===== config.mk =====
export PLATFORM = sky130hd
export DESIGN_NAME = mdio_slave
export DESIGN_NICKNAME = d
export VERILOG_FILES = /design/src/rtl/mdio_pkg.sv /design/src/rtl/mdio_sync_edge.sv /design/src/rtl/mdio_slave.sv
export SDC_FILE = /design/constraint.sdc
export NUM_CORES = 1
export LEC_CHECK = 0
export ABC_AREA = 1
export ABC_CLOCK_PERIOD_IN_PS = 3460
export BUFFER_PORTS_ARGS = -buffer_cell sky130_fd_sc_hd__buf_2
export CORE_ASPECT_RATIO = 0.6
export CORE_UTILIZATION = 58
export CTS_CLUSTER_SIZE = 25
export DETAILED_ROUTE_END_ITERATION = 12
export GPL_ROUTABILITY_DRIVEN = 0
export PLACE_DENSITY_LB_ADDON = 0.15
export SYNTH_ARGS = -nofsm -noshare
export SYNTH_HDL_FRONTEND = slang
export SYNTH_SLANG_ARGS = --single-unit

===== constraint.sdc =====
create_clock -name clock -period 3.46 [get_ports clock]
set_input_delay 0.519 -clock clock [delete_from_list [all_inputs] [get_ports clock]]
set_output_delay 0.519 -clock clock [all_outputs]
set_load 0.05 [all_outputs]

===== src/rtl/mdio_pkg.sv =====
`default_nettype none
// ============================================================================
// Module   : mdio_pkg
// Brief    : Shared constants for the Clause 22 MDIO responder: frame field
//            widths, start/opcode codes, FSM state encodings and a helper.
// Revision : 1.0 - initial release
// ============================================================================
package mdio_pkg;

  // Frame field widths
  localparam int PHYAD_W = 5;
  localparam int REGAD_W = 5;
  localparam int DATA_W  = 16;

  // Start-of-frame and opcode codes, transmitted MSB first
  localparam logic [1:0] ST       = 2'b01;
  localparam logic [1:0] OP_READ  = 2'b10;
  localparam logic [1:0] OP_WRITE = 2'b01;

  // Frame decoder states
  localparam logic [2:0] S_IDLE  = 3'd0;
  localparam logic [2:0] S_ST2   = 3'd1;
  localparam logic [2:0] S_OP    = 3'd2;
  localparam logic [2:0] S_PHYAD = 3'd3;
  localparam logic [2:0] S_REGAD = 3'd4;
  localparam logic [2:0] S_TA    = 3'd5;
  localparam logic [2:0] S_DATA  = 3'd6;

  // Increment that sticks at lim once reached
  function automatic logic [5:0] sat_inc(input logic [5:0] v, input logic [5:0] lim);
    return (v >= lim) ? lim : v + 6'd1;
  endfunction

endpackage
`default_nettype wire


===== src/rtl/mdio_sync_edge.sv =====
`default_nettype none
// ============================================================================
// Module   : mdio_sync_edge
// Brief    : Two-flop synchronizer with optional rising-edge detect. Every
//            instance has the same latency so synchronized signals stay
//            aligned with each other.
// Revision : 1.0 - initial release
// ============================================================================
module mdio_sync_edge #(
  parameter bit EDGE_EN = 1'b1
) (
  input  logic clock,
  input  logic reset,
  input  logic d_i,
  output logic q_o,
  output logic rise_o
);

  logic [1:0] sync_q;

  // Two-stage metastability filter
  always_ff @(posedge clock or posedge reset) begin
    if (reset) sync_q <= 2'b00;
    else       sync_q <= {sync_q[0], d_i};
  end

  assign q_o = sync_q[1];

  generate
    if (EDGE_EN) begin : g_edge
      logic prev_q;

      // Remember last synchronized level to spot 0->1 transitions
      always_ff @(posedge clock or posedge reset) begin
        if (reset) prev_q <= 1'b0;
        else       prev_q <= sync_q[1];
      end

      assign rise_o = sync_q[1] & ~prev_q;
    end else begin : g_no_edge
      assign rise_o = 1'b0;
    end
  endgenerate

endmodule
`default_nettype wire


===== src/rtl/mdio_slave.sv =====
`default_nettype none
// ============================================================================
// Module   : mdio_slave
// Brief    : IEEE 802.3 Clause 22 MDIO responder. Oversamples MDC/MDIO in the
//            system clock domain, decodes frames for PHY_ADDR and presents
//            them as a simple register read/write strobe interface.
// Revision : 1.0 - initial release
// ============================================================================
module mdio_slave
  import mdio_pkg::*;
#(
  parameter logic [PHYAD_W-1:0] PHY_ADDR     = 5'd1,
  parameter int                 PREAMBLE_LEN = 32
) (
  input  logic                clock,
  input  logic                reset,
  input  logic                mdc,
  input  logic                mdio_i,
  output logic                mdio_o,
  output logic                mdio_oe,
  output logic                wr_strobe,
  output logic [REGAD_W-1:0]  wr_addr,
  output logic [DATA_W-1:0]   wr_data,
  output logic                rd_strobe,
  output logic [REGAD_W-1:0]  rd_addr,
  input  logic [DATA_W-1:0]   rd_data,
  output logic                frame_abort
);

  localparam logic [5:0] PRE_MAX = 6'(PREAMBLE_LEN);

  // --------------------------------------------------------------------------
  // Input capture: identical synchronizers keep MDC and MDIO aligned
  // --------------------------------------------------------------------------
  logic w_rise;
  logic w_bit;
  logic w_mdc_level_unused;
  logic w_mdio_rise_unused;

  mdio_sync_edge #(.EDGE_EN(1'b1)) u_sync_mdc (
    .clock  (clock),
    .reset  (reset),
    .d_i    (mdc),
    .q_o    (w_mdc_level_unused),
    .rise_o (w_rise)
  );

  mdio_sync_edge #(.EDGE_EN(1'b0)) u_sync_mdio (
    .clock  (clock),
    .reset  (reset),
    .d_i    (mdio_i),
    .q_o    (w_bit),
    .rise_o (w_mdio_rise_unused)
  );

  // --------------------------------------------------------------------------
  // State
  // --------------------------------------------------------------------------
  logic [2:0]          state_q,   state_d;
  logic [5:0]          pre_cnt_q, pre_cnt_d;
  logic [3:0]          bit_cnt_q, bit_cnt_d;
  logic                is_read_q, is_read_d;
  logic                op_hi_q,   op_hi_d;
  logic [PHYAD_W-1:0]  phy_sh_q,  phy_sh_d;
  logic [REGAD_W-1:0]  reg_sh_q,  reg_sh_d;
  logic [DATA_W-1:0]   rx_sh_q,   rx_sh_d;
  logic [DATA_W-1:0]   tx_sh_q,   tx_sh_d;
  logic                mdio_o_q,  mdio_o_d;
  logic                mdio_oe_q, mdio_oe_d;
  logic                wr_stb_q,  wr_stb_d;
  logic [REGAD_W-1:0]  wr_addr_q, wr_addr_d;
  logic [DATA_W-1:0]   wr_data_q, wr_data_d;
  logic                rd_stb_q,  rd_stb_d;
  logic [REGAD_W-1:0]  rd_addr_q, rd_addr_d;
  logic                abort_q,   abort_d;

  // Shifted views including the bit arriving on this rise
  logic [PHYAD_W-1:0] w_phy_next;
  logic [REGAD_W-1:0] w_reg_next;
  logic [DATA_W-1:0]  w_rx_next;

  assign w_phy_next = {phy_sh_q[PHYAD_W-2:0], w_bit};
  assign w_reg_next = {reg_sh_q[REGAD_W-2:0], w_bit};
  assign w_rx_next  = {rx_sh_q[DATA_W-2:0], w_bit};

  // Frame decoder: advances only on synchronized MDC rising edges
  always_comb begin
    state_d   = state_q;
    pre_cnt_d = pre_cnt_q;
    bit_cnt_d = bit_cnt_q;
    is_read_d = is_read_q;
    op_hi_d   = op_hi_q;
    phy_sh_d  = phy_sh_q;
    reg_sh_d  = reg_sh_q;
    rx_sh_d   = rx_sh_q;
    tx_sh_d   = tx_sh_q;
    mdio_o_d  = mdio_o_q;
    mdio_oe_d = mdio_oe_q;
    wr_stb_d  = 1'b0;
    wr_addr_d = wr_addr_q;
    wr_data_d = wr_data_q;
    rd_stb_d  = 1'b0;
    rd_addr_d = rd_addr_q;
    abort_d   = 1'b0;

    if (w_rise) begin
      case (state_q)
        S_IDLE: begin
          if (w_bit == ST[1]) begin
            // A zero either starts a frame or breaks the preamble run;
            // the count is consumed either way so each frame needs a fresh one
            if (pre_cnt_q == PRE_MAX) state_d = S_ST2;
            pre_cnt_d = 6'd0;
          end else begin
            pre_cnt_d = sat_inc(pre_cnt_q, PRE_MAX);
          end
        end

        S_ST2: begin
          if (w_bit == ST[0]) begin
            state_d   = S_OP;
            bit_cnt_d = 4'd0;
          end else begin
            abort_d   = 1'b1;
            pre_cnt_d = 6'd0;
            state_d   = S_IDLE;
          end
        end

        S_OP: begin
          if (bit_cnt_q == 4'd0) begin
            op_hi_d   = w_bit;
            bit_cnt_d = 4'd1;
          end else begin
            bit_cnt_d = 4'd0;
            if ({op_hi_q, w_bit} == OP_READ) begin
              is_read_d = 1'b1;
              state_d   = S_PHYAD;
            end else if ({op_hi_q, w_bit} == OP_WRITE) begin
              is_read_d = 1'b0;
              state_d   = S_PHYAD;
            end else begin
              abort_d   = 1'b1;
              pre_cnt_d = 6'd0;
              state_d   = S_IDLE;
            end
          end
        end

        S_PHYAD: begin
          phy_sh_d = w_phy_next;
          if (bit_cnt_q == 4'(PHYAD_W - 1)) begin
            bit_cnt_d = 4'd0;
            // Frames for another PHY are ignored without any indication
            state_d   = (w_phy_next == PHY_ADDR) ? S_REGAD : S_IDLE;
          end else begin
            bit_cnt_d = bit_cnt_q + 4'd1;
          end
        end

        S_REGAD: begin
          reg_sh_d = w_reg_next;
          if (bit_cnt_q == 4'(REGAD_W - 1)) begin
            bit_cnt_d = 4'd0;
            state_d   = S_TA;
            if (is_read_q) begin
              rd_stb_d  = 1'b1;
              rd_addr_d = w_reg_next;
            end
          end else begin
            bit_cnt_d = bit_cnt_q + 4'd1;
          end
        end

        S_TA: begin
          if (bit_cnt_q == 4'd0) begin
            bit_cnt_d = 4'd1;
            if (is_read_q) begin
              // Local logic has had the whole TA1 bit time to present data
              tx_sh_d   = rd_data;
              mdio_oe_d = 1'b1;
              mdio_o_d  = 1'b0;
            end else if (w_bit != 1'b1) begin
              abort_d   = 1'b1;
              pre_cnt_d = 6'd0;
              state_d   = S_IDLE;
            end
          end else begin
            bit_cnt_d = 4'd0;
            if (is_read_q) begin
              mdio_o_d = tx_sh_q[DATA_W-1];
              tx_sh_d  = {tx_sh_q[DATA_W-2:0], 1'b0};
              state_d  = S_DATA;
            end else if (w_bit != 1'b0) begin
              abort_d   = 1'b1;
              pre_cnt_d = 6'd0;
              state_d   = S_IDLE;
            end else begin
              state_d = S_DATA;
            end
          end
        end

        S_DATA: begin
          if (is_read_q) begin
            if (bit_cnt_q == 4'(DATA_W - 1)) begin
              mdio_oe_d = 1'b0;
              mdio_o_d  = 1'b0;
              state_d   = S_IDLE;
            end else begin
              // Present the next bit well ahead of the master's sample edge
              mdio_o_d  = tx_sh_q[DATA_W-1];
              tx_sh_d   = {tx_sh_q[DATA_W-2:0], 1'b0};
              bit_cnt_d = bit_cnt_q + 4'd1;
            end
          end else begin
            rx_sh_d = w_rx_next;
            if (bit_cnt_q == 4'(DATA_W - 1)) begin
              wr_stb_d  = 1'b1;
              wr_addr_d = reg_sh_q;
              wr_data_d = w_rx_next;
              state_d   = S_IDLE;
            end else begin
              bit_cnt_d = bit_cnt_q + 4'd1;
            end
          end
        end

        default: begin
          state_d   = S_IDLE;
          pre_cnt_d = 6'd0;
        end
      endcase
    end

    // The pad may only be driven during the turnaround/data part of a read
    if (!(is_read_d && (state_d == S_TA || state_d == S_DATA))) begin
      mdio_oe_d = 1'b0;
      mdio_o_d  = 1'b0;
    end
  end

  // State and output registers
  always_ff @(posedge clock or posedge reset) begin
    if (reset) begin
      state_q   <= S_IDLE;
      pre_cnt_q <= 6'd0;
      bit_cnt_q <= 4'd0;
      is_read_q <= 1'b0;
      op_hi_q   <= 1'b0;
      phy_sh_q  <= '0;
      reg_sh_q  <= '0;
      rx_sh_q   <= '0;
      tx_sh_q   <= '0;
      mdio_o_q  <= 1'b0;
      mdio_oe_q <= 1'b0;
      wr_stb_q  <= 1'b0;
      wr_addr_q <= '0;
      wr_data_q <= '0;
      rd_stb_q  <= 1'b0;
      rd_addr_q <= '0;
      abort_q   <= 1'b0;
    end else begin
      state_q   <= state_d;
      pre_cnt_q <= pre_cnt_d;
      bit_cnt_q <= bit_cnt_d;
      is_read_q <= is_read_d;
      op_hi_q   <= op_hi_d;
      phy_sh_q  <= phy_sh_d;
      reg_sh_q  <= reg_sh_d;
      rx_sh_q   <= rx_sh_d;
      tx_sh_q   <= tx_sh_d;
      mdio_o_q  <= mdio_o_d;
      mdio_oe_q <= mdio_oe_d;
      wr_stb_q  <= wr_stb_d;
      wr_addr_q <= wr_addr_d;
      wr_data_q <= wr_data_d;
      rd_stb_q  <= rd_stb_d;
      rd_addr_q <= rd_addr_d;
      abort_q   <= abort_d;
    end
  end

  assign mdio_o      = mdio_o_q;
  assign mdio_oe     = mdio_oe_q;
  assign wr_strobe   = wr_stb_q;
  assign wr_addr     = wr_addr_q;
  assign wr_data     = wr_data_q;
  assign rd_strobe   = rd_stb_q;
  assign rd_addr     = rd_addr_q;
  assign frame_abort = abort_q;

endmodule
`default_nettype wire


# Word level (Yosys, flattened, before mapping)
# Index checks and enable logic that the tools add are counted.
# word_totals
out_inout_bits	31
ff_bits	91
word_cells	153
input_bits	20
# op_classes
bitwise	4
n_addsub	2
n_eq_ne	29
n_lt_le_gt_ge	1
n_reduce_logical	20
n_mux	77
# op_table
operator	count
two-way mux 16 bit	5
two-way mux 6 bit	10
two-way mux 3 bit	13
two-way mux 1 bit	36
one-hot mux 16 bit (2 select lines)	1
one-hot mux 6 bit (5 select lines)	1
one-hot mux 3 bit (7 select lines)	1
one-hot mux 4 bit (4 select lines)	1
AND reduction 4 bit	4
equality test 3 bit, second input constant	5
inequality test 2 bit, second input constant	7
two-way mux 4 bit	3
inequality test 3 bit, second input constant	4
AND reduction 7 bit	1
adder 6 x 1 -> 6 bit, second input constant	1
equality test 3 x 2 -> 1 bit, second input constant	2
equality test 6 bit, second input constant	1
>= comparator 6 bit, second input constant	1
two-way mux 2 bit	3
AND reduction 3 bit	2
AND reduction 6 bit	1
equality test 5 x 1 -> 1 bit, second input constant	1
AND reduction 5 bit	1
adder 4 x 1 -> 4 bit, second input constant	1
21 further kinds	27

# Logic depth before layout (Yosys ltp)
# depth
word_depth	11
depth_mapped	13
depth_no_buf	13

# Hierarchy
# From an unflattened synthesis, not the netlist that was laid out.
# unflattened
cells_unflattened	499
area_unflattened_um2	4301.6
# modules_own_cells
mod	cells_per_inst	n_inst	area_each_um2	seq_area_each_um2
mdio_slave	488	1	4147.7	2152.1
mdio_sync_edge (u_sync_mdc)	6	1	88.8	75.1
mdio_sync_edge (u_sync_mdio)	5	1	65.1	50.0

# Worst setup path before layout
# No wires, ideal clock.
# synth_path
kind	register to register
start	reg u_sync_mdio.sync_q[1]
end	reg pre_cnt_q[4]
stages_incl_launch_ff	11
n_path_buf	1
arrival_time_ns	1.734
setup_slack_ns	1.605
path_cell_list	dfrtp_1 > buf_6 > clkinv_1 > ha_1 > or2_2 > o21ai_0 > o21ai_1 > nor2_2 > nand2_4 > o21ai_0 > nand2_1
# synth_via
elab_chain_cells	4
word_cells_on_any_way	11
cone_classes	eq/ne (5); mux (5); reduce/logical (1)
# synth_rtl
element	line_no	rtl
start: declaration	mdio_sync_edge.sv:19	logic [1:0] sync_q;
start signal: assignment	mdio_sync_edge.sv:24	else sync_q <= {sync_q[0], d_i};
two-way mux 6 bit (3 in series)	--	
one-hot mux 6 bit (5 select lines)	mdio_slave.sv:107	case (state_q)
end signal: assignment	mdio_slave.sv:265	pre_cnt_q <= pre_cnt_d;
end: declaration	mdio_slave.sv:60	logic [5:0] pre_cnt_q, pre_cnt_d;
# Several ways; a longest one is shown, not always the timed one. The select of a mux whose other input is x is not followed.
# A chain may end at the register's enable or synchronous reset.

# Worst setup path in the final report
# layout_path
start	reg state_q[1]
end	reg wr_data_q[9] (netlist: wr_data[9])
# layout_via
elab_chain_cells	2
# layout_rtl
element	line_no	rtl
start: declaration	mdio_slave.sv:59	logic [2:0] state_q, state_d;
start signal: assignment	mdio_slave.sv:264	state_q <= state_d;
equality test 3 bit	mdio_slave.sv:107	
AND reduction 4 bit (no line)	--	
end signal: assignment	mdio_slave.sv:277	wr_data_q <= wr_data_d;
end: declaration	mdio_slave.sv:72	logic [DATA_W-1:0] wr_data_q, wr_data_d;
# Every way passes these cells.

==> flow_summary.yaml <==
status:
  status: "complete, no violations"
yosys:
  yosys-top-cells-count: "nand2_1, dfrtp_1, o21ai_0, inv_1, nor2_1"
  synth_top_area_share_pct: 52.57
  syn_area_mm2: 0.004332
  synth.largest_area_cell: "dfrtp_1"
  synth_fp_nets: 533
  synth_area_leaders: "dfrtp_1, nand2_1, o21ai_0"
  synth_flop_cell: "dfrtp_1"
  synth-edff-count: 0
  yosysUniqueCellTypes: 36
  ys_seq_area_share_pct: 52.57
  post_synth.cell_area_avg_um2: 8.561
  synth_cells: 506
  yosysMostFrequentCell: "nand2_1"
  ys_warn_count: 0
  ys_ff_latch: 91
  async_flop_share_pct: 100.0
pwr:
  powerDensity_mw_per_mm2: 433.5
  peakVddDrop_mv: 0.3653
  power_uw: 2126
  cellLeakagePower_uw: 0.002358
critical_path:
  setup.worst_path.start: "state_q[1]$_DFF_PP0_"
  cp.buffers_inverters: 0
  crit_slowest_cell: "nand3_1"
  rr_startpoint: "state_q[1]$_DFF_PP0_"
  crit_cells: 4
  end_kind: "flop"
  cp_cell_sequence: "nand3_4 -> nor2_1 -> nand3_1 -> o21ai_0"
  critPathMaxFanout: 30
  crit_family: "simple AND/OR/NAND/NOR gates"
  r2r_cells: 4
  slowest_delay_ns: 0.66
  arrival_ns: 2.69
  cp.required_ns: 3.68
  critPathLaunchType: "flop"
  critPathKind: "reg -> reg"
cells_and_area:
  final_cells: 654
  synthToLayoutAreaGrowth_pct: 13.23
  fin_nets: 577
  num_antenna_cells: 0
  final_util_pct: 70.72
  drive_gt1_share_pct: 18.05
  nFillCells: 537
  final_area_mm2: 0.004905
floorplanning:
  ios: 51
  die-area_mm2: 0.007829
  die_w_um: 113.6
  dieHeight_um: 68.94
  row_count: 23
  start_util_pct: 62.46
  coreArea_mm2: 0.006935
flow_run:
  max_cap_violations: 0
routing:
  drtIter0Drc: 395
  drc: 0
  via_per_inst: 5.372
  drt_first_pass_iters: 5
  routedWlPerCell_um: 14.12
  finalWirelength_um: 9236
  dr_total_vias: 3513
  ant_nets: 0
place:
  postPlaceCellArea_mm2: 0.004613
  dp_hpwl_um: 6557
  post-place-cells: 639
  io_buffers: 50
global_routing:
  antenna_found_initial: 0
  grt_overflow: 0
  grt_pass1_wl_um: 15190
  met1_usage_pct: 37.75
  grt_most_used_layer: "met1"
  met2_usage_pct: 36.59
  grt_max_degree: 58
  grt_pass1_vias: 3112
  gr-usage-all-layers_pct: 25.86
  use_met3_pct: 8.916
clock_tree:
  cts-buffers-inserted: 9
  ctsLongestPathBuffers: 2
  postCtsSetupBuffers: 0
  cts_tree: "done"
  clk_pin_slew_ns: 0.06
  ctsRootBufferMaster: "clkbuf_16"
  ctsResizeCount: 0
  holdBufCountCts: 0
  ctsHtreeMaxLevel: 3
  clkLatencyLatePin_ns: 0.34
  cts_num_sinks: 91
timing:
  rsz0062_at_grt: "no"
  setup_violations: 0
  max_freq_mhz: 405.5
  worst_pin_slew_ns: 0.8947
  layout_min_cycle_time_ns: 2.466
  fin_tns_setup_ns: 0
  finalHoldViolations: 0
  finClkSkew_ns: 0.006809
  final.period_utilization_pct: 71.28
  final_max_slew_viol_count: 0
  relSlewSlack_pct: 40.19
hold_path:
  min-delay-path-class: "in -> async"
[sequential cells by signal, summed over array words and instances, names as in the netlist]
signal                    cells
op_hi_q                       1
mdio_o                        1
wr_data                      16
state_q                       3
rd_addr                       5
is_read_q                     1
wr_strobe                     1
pre_cnt_q                     6
mdio_oe                       1
u_sync_mdc.sync_q             2
reg_sh_q                      5
u_sync_mdc.g_edge.prev_q      1
frame_abort                   1
bit_cnt_q                     4
u_sync_mdio.sync_q            2
rd_strobe                     1
phy_sh_q                      4
rx_sh_q                      15
tx_sh_q                      16
wr_addr                       5
[layout by cell type, fill, tap and decap left out, drive strengths merged]
cell | synthesis | layout
nor4 | 1 | 1
nand3b | 1 | 1
a32oi | 1 | 1
a21boi | 1 | 1
or2 | 1 | 1
clkinv | 1 | 4
o21ai | 66 | 66
mux2i | 1 | 1
clkbuf | 6 | 11
o22ai | 1 | 1
buf | 12 | 51
bufinv | 0 | 1
a21oi | 7 | 7
xor2 | 3 | 3
a31oi | 17 | 17
inv | 55 | 55
nand2 | 129 | 129
o31ai | 1 | 1
nand3 | 41 | 41
ha | 7 | 7
nor3 | 2 | 2
a22oi | 1 | 1
o21a | 1 | 1
nor2 | 57 | 57
dfrtp | 91 | 91
nand4 | 2 | 2
[cell type report]
type	instances	area, um2	share of cell area [%]
multi-input cells	341	1729	35.26
clock buffers	11	242.7	4.949
inverters	56	211.5	4.311
repair buffers	51	270.3	5.510
well taps	100	125.1	2.551
flip-flops and latches	91	2277	46.43
clock inverters	4	48.80	0.9949
[final timing paths]
kind                                                       end  slack (ns)
max in group asynchronous               wr_addr[4]$_DFFE_PP0P_        2.53
worst max register to register          wr_data[9]$_DFFE_PP0P_        0.99
min in group clock              u_sync_mdc.sync_q[0]$_DFF_PP0_        0.29
worst min register to register  u_sync_mdc.sync_q[1]$_DFF_PP0_        0.36
worst max-delay path                    wr_data[9]$_DFFE_PP0P_        0.99
worst min-delay path                   phy_sh_q[1]$_DFFE_PP0P_        0.23
[cells by family (layout without fill, tap and decap cells)]
| group | Yosys count | after routing | share of synthesized area [%] |
|---|---|---|---|
| mux | 1 | 1 | 0.2311 |
| compound gates | 96 | 96 | 11.93 |
| simple gates | 234 | 234 | 25.13 |
| flops | 91 | 91 | 52.57 |
| xor+xnor | 3 | 3 | 0.6067 |
| buf+inv | 74 | 122 | 7.510 |
| fa+ha+maj | 7 | 7 | 2.022 |
[per-layer routing]
| layer | up-vias | part of all wire, % |
|---|---|---|
| met5 | - | 0 |
| met4 | 0 | 1.0 |
| met3 | 15 | 7.7 |
| met2 | 131 | 41 |
| met1 | 1646 | 50 |
| li1 | 1721 | - |
[stage by stage]
step	setup slack (ns)	hold slack, ns
floorplan	0.5774	0.3312
global placement	1.106	0.3420
detailed placement	0.9798	0.3442
CTS	0.9959	0.2562
global route	0.6548	0.2740
finish	0.9937	0.2333
[power by group]
group,switching (uW),internal [uW]
clock network,385,575
registers,6.88,1070
logic,58.0,27.9
[worst register-to-register path, cell delays in order (launching register included)]
cell	delay (ns)
dfrtp_1	0.60
nand3_4	0.37
nor2_1	0.28
nand3_1	0.66
o21ai_0	0.45
Note: power is estimated with default switching activity, not from simulation.
